[src/rtl/risc_debug_probe_if.sv]
// Core-side bus of the debug probe: the clock enable going to the core and the
// per-instruction signals coming back from it.
interface risc_debug_probe_if;
  logic        core_ce;
  logic        core_retire;
  logic [31:0] core_pc;
  logic [31:0] core_instruction;
  logic [31:0] core_alu_result;
  logic [31:0] core_reg_data1;
  logic [31:0] core_reg_data2;
  logic [31:0] core_mem_data;

  // master = the RISC-V core, slave = the probe that gates it
  modport master (
    input  core_ce,
    output core_retire, core_pc, core_instruction, core_alu_result,
           core_reg_data1, core_reg_data2, core_mem_data
  );

  modport slave (
    output core_ce,
    input  core_retire, core_pc, core_instruction, core_alu_result,
           core_reg_data1, core_reg_data2, core_mem_data
  );
endinterface

[src/rtl/risc_debug_probe.sv]
// Hardware debug probe for the RISC-V core: run/halt/single-step clock gating,
// per-retire snapshot of core signals and a ring buffer of recently retired PCs.

// Two-flop synchronizer followed by a consecutive-cycle debounce filter.
module risc_debug_probe_debounce #(
  parameter int DEBOUNCE_CYCLES = 500000
) (
  input  logic clock,
  input  logic sw0,
  input  logic i_raw,
  output logic o_level
);
  localparam int CW = (DEBOUNCE_CYCLES > 1) ? $clog2(DEBOUNCE_CYCLES) : 1;

  logic          r_s1;
  logic          r_s2;
  logic          r_level;
  logic [CW-1:0] r_cnt;

  // NOTE: sequential state uses non-blocking (<=) so every flop samples pre-edge values.
  always_ff @(posedge clock) begin
    if (sw0) begin
      r_s1    <= 1'b0;
      r_s2    <= 1'b0;
      r_level <= 1'b0;
      r_cnt   <= '0;
    end else begin
      r_s1 <= i_raw;
      r_s2 <= r_s1;
      if (r_s2 == r_level) begin
        r_cnt <= '0;
      end else if (r_cnt == CW'(DEBOUNCE_CYCLES - 1)) begin
        r_level <= r_s2;
        r_cnt   <= '0;
      end else begin
        r_cnt <= r_cnt + 1'b1;
      end
    end
  end

  assign o_level = r_level;
endmodule

module risc_debug_probe #(
  parameter int DEBOUNCE_CYCLES = 500000,
  parameter int TRACE_DEPTH     = 16,
  parameter int STEP_TIMEOUT    = 255
) (
  input  logic                           clock,
  input  logic                           sw0,
  input  logic                           run_sw,
  input  logic                           step_btn,
  input  logic [$clog2(TRACE_DEPTH)-1:0] trace_sel,
  risc_debug_probe_if.slave              core,
  output logic [31:0]                    pc,
  output logic [31:0]                    instruction,
  output logic [31:0]                    alu_result,
  output logic [31:0]                    reg_data1,
  output logic [31:0]                    reg_data2,
  output logic [31:0]                    mem_data,
  output logic [31:0]                    clock_counter,
  output logic [31:0]                    trace_pc,
  output logic                           halted,
  output logic                           step_timeout
);
  localparam int PW = $clog2(TRACE_DEPTH);
  localparam int SW = $clog2(STEP_TIMEOUT + 1);

  typedef enum logic [1:0] {
    ST_HALT = 2'd0,
    ST_RUN  = 2'd1,
    ST_STEP = 2'd2
  } state_t;

  state_t        r_state;
  state_t        w_state_nxt;
  logic [SW-1:0] r_step_cnt;
  logic [SW-1:0] w_step_cnt_nxt;
  logic          w_timeout_set;
  logic          r_core_ce;
  logic          r_halted;
  logic          r_step_timeout;

  logic          w_run_db;
  logic          w_step_db;
  logic          r_step_db_q;
  logic          w_step_pulse;
  logic          w_capture;

  logic [31:0]   r_pc;
  logic [31:0]   r_instruction;
  logic [31:0]   r_alu_result;
  logic [31:0]   r_reg_data1;
  logic [31:0]   r_reg_data2;
  logic [31:0]   r_mem_data;
  logic [31:0]   r_clock_counter;

  logic [31:0]   r_trace [TRACE_DEPTH];
  logic [PW-1:0] r_wr_ptr;
  logic [PW-1:0] w_rd_idx;
  logic [31:0]   r_trace_pc;

  risc_debug_probe_debounce #(.DEBOUNCE_CYCLES(DEBOUNCE_CYCLES)) u_run_db (
    .clock   (clock),
    .sw0     (sw0),
    .i_raw   (run_sw),
    .o_level (w_run_db)
  );

  risc_debug_probe_debounce #(.DEBOUNCE_CYCLES(DEBOUNCE_CYCLES)) u_step_db (
    .clock   (clock),
    .sw0     (sw0),
    .i_raw   (step_btn),
    .o_level (w_step_db)
  );

  assign w_step_pulse = w_step_db & ~r_step_db_q;
  assign w_capture    = r_core_ce & core.core_retire;

  // NOTE: every signal written here gets a default first, so no path can infer a latch.
  always_comb begin
    w_state_nxt    = r_state;
    w_step_cnt_nxt = r_step_cnt;
    w_timeout_set  = 1'b0;
    unique case (r_state)
      ST_HALT: begin
        if (w_run_db) begin
          w_state_nxt = ST_RUN;
        end else if (w_step_pulse) begin
          w_state_nxt    = ST_STEP;
          w_step_cnt_nxt = '0;
        end
      end
      ST_RUN: begin
        if (!w_run_db) w_state_nxt = ST_HALT;
      end
      ST_STEP: begin
        // A retire on the last allowed cycle still counts as a clean step.
        w_step_cnt_nxt = r_step_cnt + 1'b1;
        if (w_capture) begin
          w_state_nxt = ST_HALT;
        end else if (r_step_cnt == SW'(STEP_TIMEOUT - 1)) begin
          w_state_nxt   = ST_HALT;
          w_timeout_set = 1'b1;
        end
      end
      default: w_state_nxt = ST_HALT;
    endcase
  end

  always_ff @(posedge clock) begin
    if (sw0) begin
      r_state        <= ST_HALT;
      r_step_cnt     <= '0;
      r_core_ce      <= 1'b0;
      r_halted       <= 1'b1;
      r_step_timeout <= 1'b0;
      r_step_db_q    <= 1'b0;
    end else begin
      r_state        <= w_state_nxt;
      r_step_cnt     <= w_step_cnt_nxt;
      r_core_ce      <= (w_state_nxt != ST_HALT);
      r_halted       <= (w_state_nxt == ST_HALT);
      r_step_timeout <= r_step_timeout | w_timeout_set;
      r_step_db_q    <= w_step_db;
    end
  end

  always_ff @(posedge clock) begin
    if (sw0) begin
      r_pc            <= '0;
      r_instruction   <= '0;
      r_alu_result    <= '0;
      r_reg_data1     <= '0;
      r_reg_data2     <= '0;
      r_mem_data      <= '0;
      r_clock_counter <= '0;
    end else begin
      if (w_capture) begin
        r_pc          <= core.core_pc;
        r_instruction <= core.core_instruction;
        r_alu_result  <= core.core_alu_result;
        r_reg_data1   <= core.core_reg_data1;
        r_reg_data2   <= core.core_reg_data2;
        r_mem_data    <= core.core_mem_data;
      end
      if (r_core_ce) r_clock_counter <= r_clock_counter + 32'd1;
    end
  end

  // Newest entry sits just behind the write pointer; modulo falls out of the PW-bit width.
  assign w_rd_idx = r_wr_ptr - PW'(1) - trace_sel;

  // NOTE: the trace array is reset explicitly because unwritten entries must read as zero.
  always_ff @(posedge clock) begin
    if (sw0) begin
      for (int i = 0; i < TRACE_DEPTH; i++) r_trace[i] <= '0;
      r_wr_ptr   <= '0;
      r_trace_pc <= '0;
    end else begin
      r_trace_pc <= r_trace[w_rd_idx];
      if (w_capture) begin
        r_trace[r_wr_ptr] <= core.core_pc;
        r_wr_ptr          <= r_wr_ptr + 1'b1;
      end
    end
  end

  assign core.core_ce  = r_core_ce;
  assign pc            = r_pc;
  assign instruction   = r_instruction;
  assign alu_result    = r_alu_result;
  assign reg_data1     = r_reg_data1;
  assign reg_data2     = r_reg_data2;
  assign mem_data      = r_mem_data;
  assign clock_counter = r_clock_counter;
  assign trace_pc      = r_trace_pc;
  assign halted        = r_halted;
  assign step_timeout  = r_step_timeout;
endmodule

[src/flat_wrapper.sv]
// flat-port wrapper written by rule: the top's interface ports become plain ports
module risc_debug_probe_flat 
#(
  parameter int DEBOUNCE_CYCLES = 500000,
  parameter int TRACE_DEPTH     = 16,
  parameter int STEP_TIMEOUT    = 255
)
  (clock, sw0, run_sw, step_btn, trace_sel, pc, instruction, alu_result, reg_data1, reg_data2, mem_data, clock_counter, trace_pc, halted, step_timeout, core_core_ce, core_core_retire, core_core_pc, core_core_instruction, core_core_alu_result, core_core_reg_data1, core_core_reg_data2, core_core_mem_data);
  risc_debug_probe_if core_i ();
  input  logic clock;
  input  logic sw0;
  input  logic run_sw;
  input  logic step_btn;
  input  logic [$clog2(TRACE_DEPTH)-1:0] trace_sel;
  output logic [31:0] pc;
  output logic [31:0] instruction;
  output logic [31:0] alu_result;
  output logic [31:0] reg_data1;
  output logic [31:0] reg_data2;
  output logic [31:0] mem_data;
  output logic [31:0] clock_counter;
  output logic [31:0] trace_pc;
  output logic halted;
  output logic step_timeout;
  output wire logic [$bits(core_i.core_ce)-1:0] core_core_ce;
  input wire logic [$bits(core_i.core_retire)-1:0] core_core_retire;
  input wire logic [$bits(core_i.core_pc)-1:0] core_core_pc;
  input wire logic [$bits(core_i.core_instruction)-1:0] core_core_instruction;
  input wire logic [$bits(core_i.core_alu_result)-1:0] core_core_alu_result;
  input wire logic [$bits(core_i.core_reg_data1)-1:0] core_core_reg_data1;
  input wire logic [$bits(core_i.core_reg_data2)-1:0] core_core_reg_data2;
  input wire logic [$bits(core_i.core_mem_data)-1:0] core_core_mem_data;
  assign core_core_ce = core_i.core_ce;
  assign core_i.core_retire = core_core_retire;
  assign core_i.core_pc = core_core_pc;
  assign core_i.core_instruction = core_core_instruction;
  assign core_i.core_alu_result = core_core_alu_result;
  assign core_i.core_reg_data1 = core_core_reg_data1;
  assign core_i.core_reg_data2 = core_core_reg_data2;
  assign core_i.core_mem_data = core_core_mem_data;
  risc_debug_probe #(.DEBOUNCE_CYCLES(DEBOUNCE_CYCLES), .TRACE_DEPTH(TRACE_DEPTH), .STEP_TIMEOUT(STEP_TIMEOUT)) u_core (.clock(clock), .sw0(sw0), .run_sw(run_sw), .step_btn(step_btn), .trace_sel(trace_sel), .core(core_i), .pc(pc), .instruction(instruction), .alu_result(alu_result), .reg_data1(reg_data1), .reg_data2(reg_data2), .mem_data(mem_data), .clock_counter(clock_counter), .trace_pc(trace_pc), .halted(halted), .step_timeout(step_timeout));
endmodule
[config.mk]
export PLATFORM = sky130hd
export DESIGN_NAME = risc_debug_probe_flat
export DESIGN_NICKNAME = d
export VERILOG_FILES = /design/src/rtl/risc_debug_probe_if.sv /design/src/rtl/risc_debug_probe.sv /design/src/flat_wrapper.sv
export SDC_FILE = /design/constraint.sdc
export NUM_CORES = 1
export LEC_CHECK = 0
export ABC_AREA = 0
export BUFFER_PORTS_ARGS = -buffer_cell sky130_fd_sc_hd__buf_2
export CAP_MARGIN = 25
export CORE_ASPECT_RATIO = 0.5
export CORE_MARGIN = 2
export CORE_UTILIZATION = 40
export CTS_BUF_LIST = sky130_fd_sc_hd__clkbuf_4
export DETAILED_ROUTE_END_ITERATION = 10
export GPL_ROUTABILITY_DRIVEN = 0
export SLEW_MARGIN = 20
export SYNTH_ARGS = -nofsm -noshare
export SYNTH_HDL_FRONTEND = slang
export SYNTH_SLANG_ARGS = --single-unit
[constraint.sdc]
create_clock -name clock -period 6.8 [get_ports clock]
set_input_delay 0.68 -clock clock [delete_from_list [all_inputs] [get_ports clock]]
set_output_delay 0.68 -clock clock [all_outputs]
set_load 0.03 [all_outputs]
==> impl_results.md <==
- Resize count post-CTS: 0
- Least-Margin Pin Slew: 1.07 ns
- CP delay by family, top: adder cells
- Slowest stage delay, CP: 1.33 ns
- Final ANT Viol Nets: 0
- Core area: between 0.08 and 0.09 mm²
- Residual DRC: 0
- H-Tree Depth: 4
- Routed wire per std cell: 20.5 µm
- CTS tree: yes
- Layout cells sized above 1: 27.4%
- TritonCTS Sinks: 830
- HP Class: in2reg
- I/O Buffers: 459
- Synth warn: 0
- Crit-path max FO: 51
- Register area share after synthesis: between 60% and 70%
- Skew final: roughly 0.057 ns
- Clock root buffer: clkbuf_4
- Top cell type by total area after synthesis: edfxtp_1
- Post-layout util: 49.5%
- Mapped cell area: 0.0345 mm²
- Placement Rows: 76
- Max-slew violations: 0
- Final hold violation count: 0
- Yosys top cell area share: 44.6%
- Die width: 419 µm
- Final setup fails: 0
- Initial drt markers: around 2100
- Layout Area Growth over Synthesis: 23.1%
- Final worst slack: 3.21 ns
- Final net count: 3669
- Avg Cell Area, Syn: 12.4 µm²
- CP required: 7.73 ns
- CP Class: reg2reg
- IO Pins: 460
- Mapped Nets: 2989
- Num CTS Buffers: 191
- Main area contributors after synthesis: edfxtp_1 45%, dfxtp_1 18%, and2_1 9.4%
- VDD IR max: 150 µV
- Initial DRT Pass Iterations: 5
- Crit path buf inv count: 1
- Cells after Synth: around 2800
- Peak Freq: 279 MHz
- Vias/cell: 5.03
- Gr usage total: 22.0%
- Max-Cap Viols: 0
- Skew-Pair Late Insertion Delay: 1.10 ns
- Flops & latches, synth: 830
- Cells after DPL: 4235
- Fin crit period: roughly 3.6 ns
- Most frequent cells in the layout: 515 x and2_1, 512 x edfxtp_1, 458 x buf_2, 419 x nand2_1, 318 x dfxtp_1
- Worst path arrival time: 4.52 ns
- Layout Cells excl Fill: around 4800
- Die Span Y: 212 µm
- Hpwl dp: 56400 µm
- Slowest CP cell: fa_4
- CTS clk-pin slew, worst paths: 0.08 ns
- LEAKAGE: 16.5 nW
- Maximum root-to-sink buffer count: 3
- First-pass GRT wire length: between 100000 and 150000 µm
- Yosys cell types: 52
- Startpoint type of the worst setup path: flop
- Largest net degree at the start of global routing: 111
- Most common cell after layout, fill and taps aside: and2_1
- Slew HR: 28.6%
- Status: complete, no violations
- Fin crit share: roughly 53%
- Unrepaired setup endpoints after global routing: false
- Drt total wl: 98500 µm
- Die area: 0.0887 mm²
- Critical path cell sequence: ha_4 -> fa_4 -> buf_4 -> mux4_2 -> mux2i_1 -> o22ai_1
- Starting Density: 40.2%
- Final setup TNS: 0 ns
- Vias in the first global route: 24504
- GR Overflow Total: 0
- Via Count: 24123
- Overall Power: 10.2 mW
- CP endpoint kind: flop
- FFs w/ async S/R, synth: 0%
- Post-synth EDFFs: 512
- Placement Setup Slack: roughly 2.8 ns
- Post-synth top flop: edfxtp_1
- PwrDens: 242 mW/mm²
- Initial antenna violation count: 5
-- worst paths after layout --
check / from / end / slack (ns) / cells past startpoint
worst max-delay path: u_core.r_wr_ptr[0]$_SDFFE_PP0P_ / u_core.trace_pc[10]$_SDFF_PP0_ / 3.21 / 6
worst min-delay path: core_core_pc[31] / u_core.r_trace[8][31]$_SDFFCE_PN0P_ / 0.15 / 2
worst max register to register: u_core.r_wr_ptr[0]$_SDFFE_PP0P_ / u_core.trace_pc[10]$_SDFF_PP0_ / 3.21 / 6
worst min register to register: u_core.u_run_db.r_s1$_SDFF_PP0_ / u_core.u_run_db.r_s2$_SDFF_PP0_ / 0.44 / 1
-- sequential cells by signal (all words and copies together) (netlist names), 32 cells and up --
register / flops
u_core.pc: 32
u_core.reg_data1: 32
u_core.mem_data: 32
u_core.reg_data2: 32
u_core.trace_pc: 32
u_core.alu_result: 32
u_core.instruction: 32
u_core.r_trace: 512
u_core.clock_counter: 32
-- where the power goes --
group	switching (mW)	leakage [nW]	internal [mW]
clock network	2.05	1.50	2.08
logic	0.353	7.12	0.276
registers	0.0500	7.85	5.44
total	2.45	16.5	7.80
-- layout make-up --
type	count	area (µm²)
multi-input cells	1720	12000
well taps	1170	1460
fillers	7549	43200
repair buffers	695	4650
diodes	7	17.5
clock inverters	62	347
flip-flops and latches	830	21700
inverters	17	63.8
clock buffers	292	2190
-- synthesized netlist by cell type, types with 4 or more instances --
library cell    n
nand2_1       420
buf_2          21
nand3_1        25
nor3_1          8
edfxtp_1      512
nor2b_1         8
o22ai_1        32
or3_1          22
dfxtp_1       318
and4_1          6
xor2_1         26
mux2i_1        67
buf_1          12
ha_1           12
nor4_1          9
nor2_1         70
a21oi_1       229
o21ai_0        22
nand2b_1        6
and2_1        516
or2_2          17
o31ai_1        12
and3_1          4
inv_1          17
xnor2_1        19
nand4_1        19
mux4_2        128
or4_1          15
clkbuf_1      171
-- metrics by stage --
stage	hold WS [ns]	instance area, µm²
floorplan	0.414	34500
global placement	0.427	37800
detailed placement	0.436	37900
CTS	0.00372	42300
global route	0.0796	42400
finish	0.150	42400
-- logic make-up after synthesis --
family / count (synthesis) / share of synthesized area [%]
and+or+nand+nor: 1159 / 17.6
muxes: 196 / 10.3
DFF: 830 / 63.1
xor gates and xnor gates: 45 / 1.14
adders and majority gates: 13 / 0.494
AOI/OAI and AO/OA: 307 / 4.78
buffers and inverters: 225 / 2.58
-- repair_timing --
item / in CTS / in global routing
hold buffers: 193 / 0
hold endpoints to repair: 298 / 0
buffers inserted: 0 / 0
-- routing by layer --
| layer | vias to the layer above | GRT usage (%) | wire, µm |
|---|---|---|---|
| met5 | - | 0 | 13 |
| met4 | 2 | 8.99 | 2570 |
| met3 | 161 | 5.26 | 6720 |
| met2 | 860 | 35.3 | 47100 |
| met1 | 11833 | 28.9 | 42000 |
| li1 | 11267 | - | - |
(Power assumes the default switching activity.)
